--- src/rtl/gray_rd_arbiter_pkg.sv ---
// Shared types and constants for the gray-image read port arbiters.
package gray_rd_arbiter_pkg;

    localparam int unsigned FRAME_W      = 128;
    localparam int unsigned FRAME_H      = 128;
    localparam int unsigned FRAME_ADDR_W = 14;
    localparam int unsigned PIX_W        = 8;
    localparam int unsigned MAX_REQ      = 4;
    localparam int unsigned PTR_W        = 2;
    localparam int unsigned STAT_W       = 16;

    typedef logic [PTR_W-1:0] req_idx_t;

    typedef enum logic [1:0] {
        StWaitRdy,
        StArb,
        StLocked
    } arb_state_e;

    // Successor of idx in a ring of n requesters.
    function automatic req_idx_t next_idx(req_idx_t idx, int unsigned n);
        return (int'(idx) >= int'(n) - 1) ? '0 : idx + 1'b1;
    endfunction

endpackage

--- src/rtl/gray_rd_arbiter_if.sv ---
// Requester-side read bus of the gray-image arbiter (engines are master, arbiter is slave).
interface gray_rd_arbiter_if
    import gray_rd_arbiter_pkg::*;
#(
    parameter int unsigned N_REQ  = 2,
    parameter int unsigned ADDR_W = FRAME_ADDR_W,
    parameter int unsigned DATA_W = PIX_W
);

    logic [N_REQ-1:0]        req;
    logic [N_REQ-1:0]        lock;
    logic [N_REQ*ADDR_W-1:0] addr;
    logic [N_REQ-1:0]        gnt;
    logic [N_REQ-1:0]        rvalid;
    logic [DATA_W-1:0]       rdata;

    modport master (
        output req, lock, addr,
        input  gnt, rvalid, rdata
    );

    modport slave (
        input  req, lock, addr,
        output gnt, rvalid, rdata
    );

endinterface

--- src/rtl/gray_rd_arbiter_rr_pick.sv ---
// Combinational round-robin selector: first requester at or after ptr_i, wrapping.
module gray_rd_arbiter_rr_pick
    import gray_rd_arbiter_pkg::*;
#(
    parameter int unsigned N_REQ = 2
) (
    input  logic [N_REQ-1:0] req_i,
    input  req_idx_t         ptr_i,
    output logic [N_REQ-1:0] gnt_o,
    output req_idx_t         idx_o,
    output logic             valid_o
);

    always_comb begin
        gnt_o   = '0;
        idx_o   = '0;
        valid_o = 1'b0;
        for (int k = 0; k < int'(N_REQ); k++) begin
            for (int j = 0; j < int'(N_REQ); j++) begin
                if (!valid_o && req_i[j] && (j == (int'(ptr_i) + k) % int'(N_REQ))) begin
                    valid_o  = 1'b1;
                    gnt_o[j] = 1'b1;
                    idx_o    = req_idx_t'(j);
                end
            end
        end
    end

endmodule

--- src/rtl/gray_rd_arbiter.sv ---
// Round-robin arbiter for the shared gray-image read port with per-requester lock.
// Optional GRAY_RD_ARB_STATS_EN adds saturating per-requester grant counters on stat_cnt_o.
module gray_rd_arbiter
    import gray_rd_arbiter_pkg::*;
#(
    parameter int unsigned N_REQ  = 2,
    parameter int unsigned ADDR_W = FRAME_ADDR_W,
    parameter int unsigned DATA_W = PIX_W,
    parameter int unsigned RD_LAT = 1
) (
    input  logic              clk,
    input  logic              reset,
    gray_rd_arbiter_if.slave  rd_if,
    input  logic              mem_ready_i,
    output logic              mem_req_o,
    output logic [ADDR_W-1:0] mem_addr_o,
    input  logic [DATA_W-1:0] mem_data_i
`ifdef GRAY_RD_ARB_STATS_EN
    ,
    output logic [N_REQ*STAT_W-1:0] stat_cnt_o
`endif
);

    arb_state_e        state_q, state_d;
    req_idx_t          ptr_q, ptr_d;
    req_idx_t          owner_q, owner_d;
    logic [ADDR_W-1:0] addr_q;
    logic [N_REQ-1:0]  tag_q [RD_LAT];

    logic [N_REQ-1:0]  owner_oh;
    logic [N_REQ-1:0]  elig;
    logic [N_REQ-1:0]  pick_gnt;
    req_idx_t          pick_ptr;
    req_idx_t          pick_idx;
    logic              pick_valid;

    always_comb begin
        owner_oh = '0;
        for (int i = 0; i < int'(N_REQ); i++) begin
            if (req_idx_t'(i) == owner_q) owner_oh[i] = 1'b1;
        end
    end

    // While locked the owner is the only candidate, so the picker starts from it.
    always_comb begin
        elig     = '0;
        pick_ptr = ptr_q;
        unique case (state_q)
            StArb: elig = rd_if.req;
            StLocked: begin
                elig     = rd_if.req & owner_oh;
                pick_ptr = owner_q;
            end
            default: elig = '0;
        endcase
    end

    gray_rd_arbiter_rr_pick #(
        .N_REQ (N_REQ)
    ) u_rr_pick (
        .req_i   (elig),
        .ptr_i   (pick_ptr),
        .gnt_o   (pick_gnt),
        .idx_o   (pick_idx),
        .valid_o (pick_valid)
    );

    assign rd_if.gnt = pick_gnt;
    assign mem_req_o = pick_valid;

    always_comb begin
        mem_addr_o = addr_q;
        for (int i = 0; i < int'(N_REQ); i++) begin
            if (pick_gnt[i]) mem_addr_o = rd_if.addr[i*ADDR_W +: ADDR_W];
        end
    end

    always_comb begin
        state_d = state_q;
        ptr_d   = ptr_q;
        owner_d = owner_q;
        unique case (state_q)
            StWaitRdy: begin
                if (mem_ready_i) state_d = StArb;
            end
            StArb: begin
                if (pick_valid) begin
                    ptr_d = next_idx(pick_idx, N_REQ);
                    if (|(pick_gnt & rd_if.lock)) begin
                        state_d = StLocked;
                        owner_d = pick_idx;
                    end
                end
            end
            StLocked: begin
                if (!(|(owner_oh & rd_if.lock))) state_d = StArb;
            end
            default: state_d = StWaitRdy;
        endcase
    end

    always_ff @(posedge clk or posedge reset) begin
        if (reset) begin
            state_q <= StWaitRdy;
            ptr_q   <= '0;
            owner_q <= '0;
            addr_q  <= '0;
        end else begin
            state_q <= state_d;
            ptr_q   <= ptr_d;
            owner_q <= owner_d;
            addr_q  <= mem_addr_o;
        end
    end

    // One-hot tag rides alongside the memory latency to steer the returning pixel.
    always_ff @(posedge clk or posedge reset) begin
        if (reset) begin
            for (int i = 0; i < int'(RD_LAT); i++) tag_q[i] <= '0;
        end else begin
            tag_q[0] <= pick_gnt;
            for (int i = 1; i < int'(RD_LAT); i++) tag_q[i] <= tag_q[i-1];
        end
    end

    assign rd_if.rvalid = tag_q[RD_LAT-1];
    assign rd_if.rdata  = mem_data_i;

`ifdef GRAY_RD_ARB_STATS_EN
    logic [STAT_W-1:0] stat_q [N_REQ];

    always_ff @(posedge clk or posedge reset) begin
        if (reset) begin
            for (int i = 0; i < int'(N_REQ); i++) stat_q[i] <= '0;
        end else begin
            for (int i = 0; i < int'(N_REQ); i++) begin
                if (pick_gnt[i] && (stat_q[i] != '1)) stat_q[i] <= stat_q[i] + 1'b1;
            end
        end
    end

    for (genvar g = 0; g < int'(N_REQ); g++) begin : g_stat
        assign stat_cnt_o[g*STAT_W +: STAT_W] = stat_q[g];
    end
`endif

endmodule

--- src/flat_wrapper.sv ---
// flat-port wrapper written by rule: the top's interface ports become plain ports
module gray_rd_arbiter_flat import gray_rd_arbiter_pkg::*;
#(
    parameter int unsigned N_REQ  = 2,
    parameter int unsigned ADDR_W = FRAME_ADDR_W,
    parameter int unsigned DATA_W = PIX_W,
    parameter int unsigned RD_LAT = 1
)
  (clk, reset, mem_ready_i, mem_req_o, mem_addr_o, mem_data_i, rd_if_req, rd_if_lock, rd_if_addr, rd_if_gnt, rd_if_rvalid, rd_if_rdata);
  gray_rd_arbiter_if #(.N_REQ(N_REQ), .ADDR_W(ADDR_W), .DATA_W(DATA_W)) rd_if_i ();
  input  logic clk;
  input  logic reset;
  input  logic mem_ready_i;
  output logic mem_req_o;
  output logic [ADDR_W-1:0] mem_addr_o;
  input  logic [DATA_W-1:0] mem_data_i;
  input wire logic [$bits(rd_if_i.req)-1:0] rd_if_req;
  input wire logic [$bits(rd_if_i.lock)-1:0] rd_if_lock;
  input wire logic [$bits(rd_if_i.addr)-1:0] rd_if_addr;
  output wire logic [$bits(rd_if_i.gnt)-1:0] rd_if_gnt;
  output wire logic [$bits(rd_if_i.rvalid)-1:0] rd_if_rvalid;
  output wire logic [$bits(rd_if_i.rdata)-1:0] rd_if_rdata;
  assign rd_if_i.req = rd_if_req;
  assign rd_if_i.lock = rd_if_lock;
  assign rd_if_i.addr = rd_if_addr;
  assign rd_if_gnt = rd_if_i.gnt;
  assign rd_if_rvalid = rd_if_i.rvalid;
  assign rd_if_rdata = rd_if_i.rdata;
  gray_rd_arbiter #(.N_REQ(N_REQ), .ADDR_W(ADDR_W), .DATA_W(DATA_W), .RD_LAT(RD_LAT)) u_core (.clk(clk), .reset(reset), .rd_if(rd_if_i), .mem_ready_i(mem_ready_i), .mem_req_o(mem_req_o), .mem_addr_o(mem_addr_o), .mem_data_i(mem_data_i));
endmodule
--- config.mk ---
export PLATFORM = sky130hd
export DESIGN_NAME = gray_rd_arbiter_flat
export DESIGN_NICKNAME = d
export VERILOG_FILES = /design/src/rtl/gray_rd_arbiter_pkg.sv /design/src/rtl/gray_rd_arbiter_if.sv /design/src/rtl/gray_rd_arbiter_rr_pick.sv /design/src/rtl/gray_rd_arbiter.sv /design/src/flat_wrapper.sv
export SDC_FILE = /design/constraint.sdc
export NUM_CORES = 1
export LEC_CHECK = 0
export BUFFER_PORTS_ARGS = -buffer_cell sky130_fd_sc_hd__buf_4
export CAP_MARGIN = 15
export CELL_PAD_IN_SITES_DETAIL_PLACEMENT = 0
export CELL_PAD_IN_SITES_GLOBAL_PLACEMENT = 1
export CORE_UTILIZATION = 31
export CTS_CLUSTER_SIZE = 25
export DETAILED_ROUTE_END_ITERATION = 10
export PLACE_DENSITY = 0.88
export SLEW_MARGIN = 25
export SYNTH_ARGS = -nofsm -noshare
export SYNTH_HDL_FRONTEND = slang
export SYNTH_SLANG_ARGS = --single-unit
--- constraint.sdc ---
create_clock -name clk -period 3.5 [get_ports clk]
set_input_delay 1.05 -clock clk [delete_from_list [all_inputs] [get_ports clk]]
set_output_delay 1.05 -clock clk [all_outputs]
set_load 0.05 [all_outputs]
==> metrics.md <==
| Metric | Value |
|---|---|
| Drt drc | `0` |
| Slew @ Worst Pin | `0.7596 ns` |
| Post-layout min period | `3.424 ns` |
| R2r endpoint | `u_core.state_q[1]$_DFFE_PP0P_` |
| Worst min path class | `register to register` |
| Status | `finished, final reports clean` |
| CP required | `2.45 ns` |
| Port Buffers | `53` |
| Net Count, Synth | `153` |
| Post-route ant nets | `0` |
| R2R depth | `6` |
| Worst flop-to-flop path startpoint | `u_core.state_q[1]$_DFFE_PP0P_` |
| Post-synth cell types | `29` |
| Post-Syn Area | `0.001184 mm2` |
| CP endpoint kind | `output port` |
| Area grow syn2layout | `40.70%` |
| Maximum clock path buffer count | `2` |
| Die area | `0.004069 mm2` |
| # diodes | `0` |
| Max Cap Viol | `0` |
| Worst Hold End | `u_core.addr_q[9]$_DFF_PP0_` |
| Crit path from | `rd_if_req[0]` |
| Initial DRT Pass Iterations | `4` |
| Placement Rows | `22` |
| Initial antenna violation count | `0` |
| DIE WIDTH | `63.79 um` |
| Crit-path max cell delay | `0.38 ns` |
| CP top delay family | `buffers and inverters` |
| Post-route clock period utilization | `97.83%` |
| CTS buffer count | `3` |
| Clock Pin Slew Worst Setup and Hold Paths | `0.07 ns` |
| Hold Violations, Final | `0` |
| Fill cells | `333` |
| Largest net degree at the start of global routing | `21` |
| CP max-delay cell | `a2111oi_4` |
| Clk_skew | `0.006221 ns` |
| I/O Pins | `70` |
| Syn avg cell area | `11.38 um2` |
| Layout cells sized above 1 | `55.63%` |
| Worst-path maximum fanout | `16` |
| First-pass GRT wire length | `4.519 mm` |
| Post-DP HPWL | `2.179 mm` |
| Avg WL per Cell | `14.40 um` |
| Critical-path cell list | `buf_4 -> and3b_2 -> a2111oi_4 -> buf_12 -> nand2b_1 -> o221a_2 -> buf_4` |
| Register-to-register setup slack | `1.47 ns` |
| Relative slew slack | `49.31%` |
| Post-Syn Instances | `104` |
| Clock Sinks | `20` |
| Initial Util | `32.33%` |
| Setup TNS | `0 ns` |
| Setup CP Type | `input port to output port` |
| Die Span Y | `63.79 um` |
| Crit path arrival time | `2.37 ns` |
| Layout Nets | `201` |
| Total Routing Usage GR | `14.35%` |
| DRT iter0 DRCs | `57` |
| Startpoint types | `input port` |
| Global route overflow | `0` |
| Via count | `972` |
| Yosys warns | `0` |
| FMAX | `0.2920 GHz` |
| Htree depth | `1` |
| DRT Wirelength | `2.866 mm` |
| GPL Wtd Cong | `0.7988` |
| Clock Latency Late Sink | `0.27 ns` |
| Via density | `4.884` |
| Setup bufs post-CTS | `0` |
| RSZ-0062 raised after global routing | `false` |
| Seq/Total Area, Yosys | `42.28%` |
| Vias in the first global route | `970` |
| Pins Over Slew Limit | `0` |
| Final setup violation count | `0` |
| Hold buffer count at cts | `0` |
| CTS tree | `yes` |
| HP Start | `u_core.addr_q[9]$_DFF_PP0_` |
| #FFs+latches synth | `20` |
| Worst hold path depth | `1` |
| Core Area | `0.003661 mm2` |
| Most used cell, CP | `buf_4` |
| Number of buffers and inverters on the critical path | `3` |
| CTS Root Cell | `clkbuf_8` |
-- state kept, by name, indices dropped and copies added, names as in the netlist --
name and cells:
u_core.state_q 2, u_core.ptr_q 1, u_core.addr_q 14, u_core.rd_if.rvalid 2, u_core.owner_q 1
-- cell usage in the layout, fill, tap and decap left out, types with 2 or more instances in the layout --
cell,n
o21ai_0,2
nand3_1,2
mux2_2,3
o221a_2,14
dfrtp_1,20
clkbuf_8,3
nor2_1,2
o21ai_1,2
ha_2,2
inv_1,5
ha_1,4
buf_4,53
nand2b_1,14
nand2_1,4
a21oi_1,3
-- cell usage after synthesis --
cell	count	area, um2
and3_1	1	6.260
a2111oi_4	1	27.53
a21oi_1	3	15.01
a21o_2	1	8.760
a31oi_1	1	6.260
buf_4	9	67.56
nor2_1	2	7.510
and3b_2	1	10.01
dfrtp_1	20	500.5
nand2_2	1	6.260
inv_1	6	22.52
a22oi_1	1	7.510
nand3_1	2	10.01
nand2b_1	14	87.58
o211ai_1	1	7.510
o21ai_1	2	10.01
and4bb_4	1	16.27
mux2_2	3	33.78
o21bai_1	1	7.510
o221a_2	14	157.7
nor4_1	1	6.260
mux2i_1	1	10.01
a211oi_1	1	7.510
o21ai_0	2	10.01
nor2b_1	1	6.260
o221ai_2	1	15.01
nand2_1	4	15.01
buf_6	2	22.52
ha_1	6	75.07
-- final cells by class --
cell class                      instances  area [um2]  area share [%]
Clock buffer                            3       41.29           2.479
Clock inverter                          1       30.03           1.803
Inverter                                6       22.52           1.352
Multi-Input combinational cell         67       593.1           35.61
Sequential cell                        20       500.5           30.05
Tap cell                               48       60.06           3.606
Timing Repair Buffer                   54       417.9           25.09
-- how the worst max path moves through the flow --
stage / endpoint / cells past startpoint / slack, ns
6_report: mem_addr_o[5] / 7 / 0.08
3_5_place_dp: mem_addr_o[2] / 5 / 0.04
5_1_grt: mem_addr_o[8] / 6 / 0.01
2_1_floorplan: mem_addr_o[0] / 5 / 0.20
3_3_place_gp: mem_addr_o[7] / 5 / 0.09
4_1_cts: mem_addr_o[5] / 8 / 0.03
-- repair_timing --
action | CTS | global route
pin swaps | 0 | 1
resized for setup | 2 | 3
setup endpoints to repair | 14 | 14
-- cell families (layout without fill, tap and decap cells) --
kind of cell / Yosys count / count (layout) / synth area share, %
mux: 4 / 4 / 3.700
flops: 20 / 20 / 42.28
fa+ha+maj: 6 / 6 / 6.342
buf+inv: 17 / 64 / 9.513
simple gates: 28 / 28 / 14.48
compound gates: 29 / 29 / 23.68
-- per-stage QoR --
| step | hold slack (ns) | std cells | area [um2] | utilization [%] | setup slack (ns) |
|---|---|---|---|---|---|
| floorplan | 0.4821 | 104 | 1184 | - | 0.2036 |
| CTS | 0.5535 | 199 | 1657 | 45.25 | 0.03336 |
| global placement | 0.5267 | 195 | 1572 | 42.93 | 0.08922 |
| detailed placement | 0.5284 | 195 | 1572 | 42.93 | 0.03934 |
| global route | 0.5642 | 199 | 1665 | 45.49 | 0.01224 |
| finish | 0.5467 | 199 | 1665 | 45.49 | 0.07578 |
-- per-layer routing --
metal  global-route usage, %  part of all wire, %  wire length [um]
met5                       0                    0                 0
met4                   5.966                  1.1                31
met3                   2.857                  3.2                92
met2                   25.93                   54              1542
met1                   16.26                   42              1200
Power is left out: the tool's default activity adds up to more than one toggle a clock period on the data nets, which glitch-free logic cannot reach.
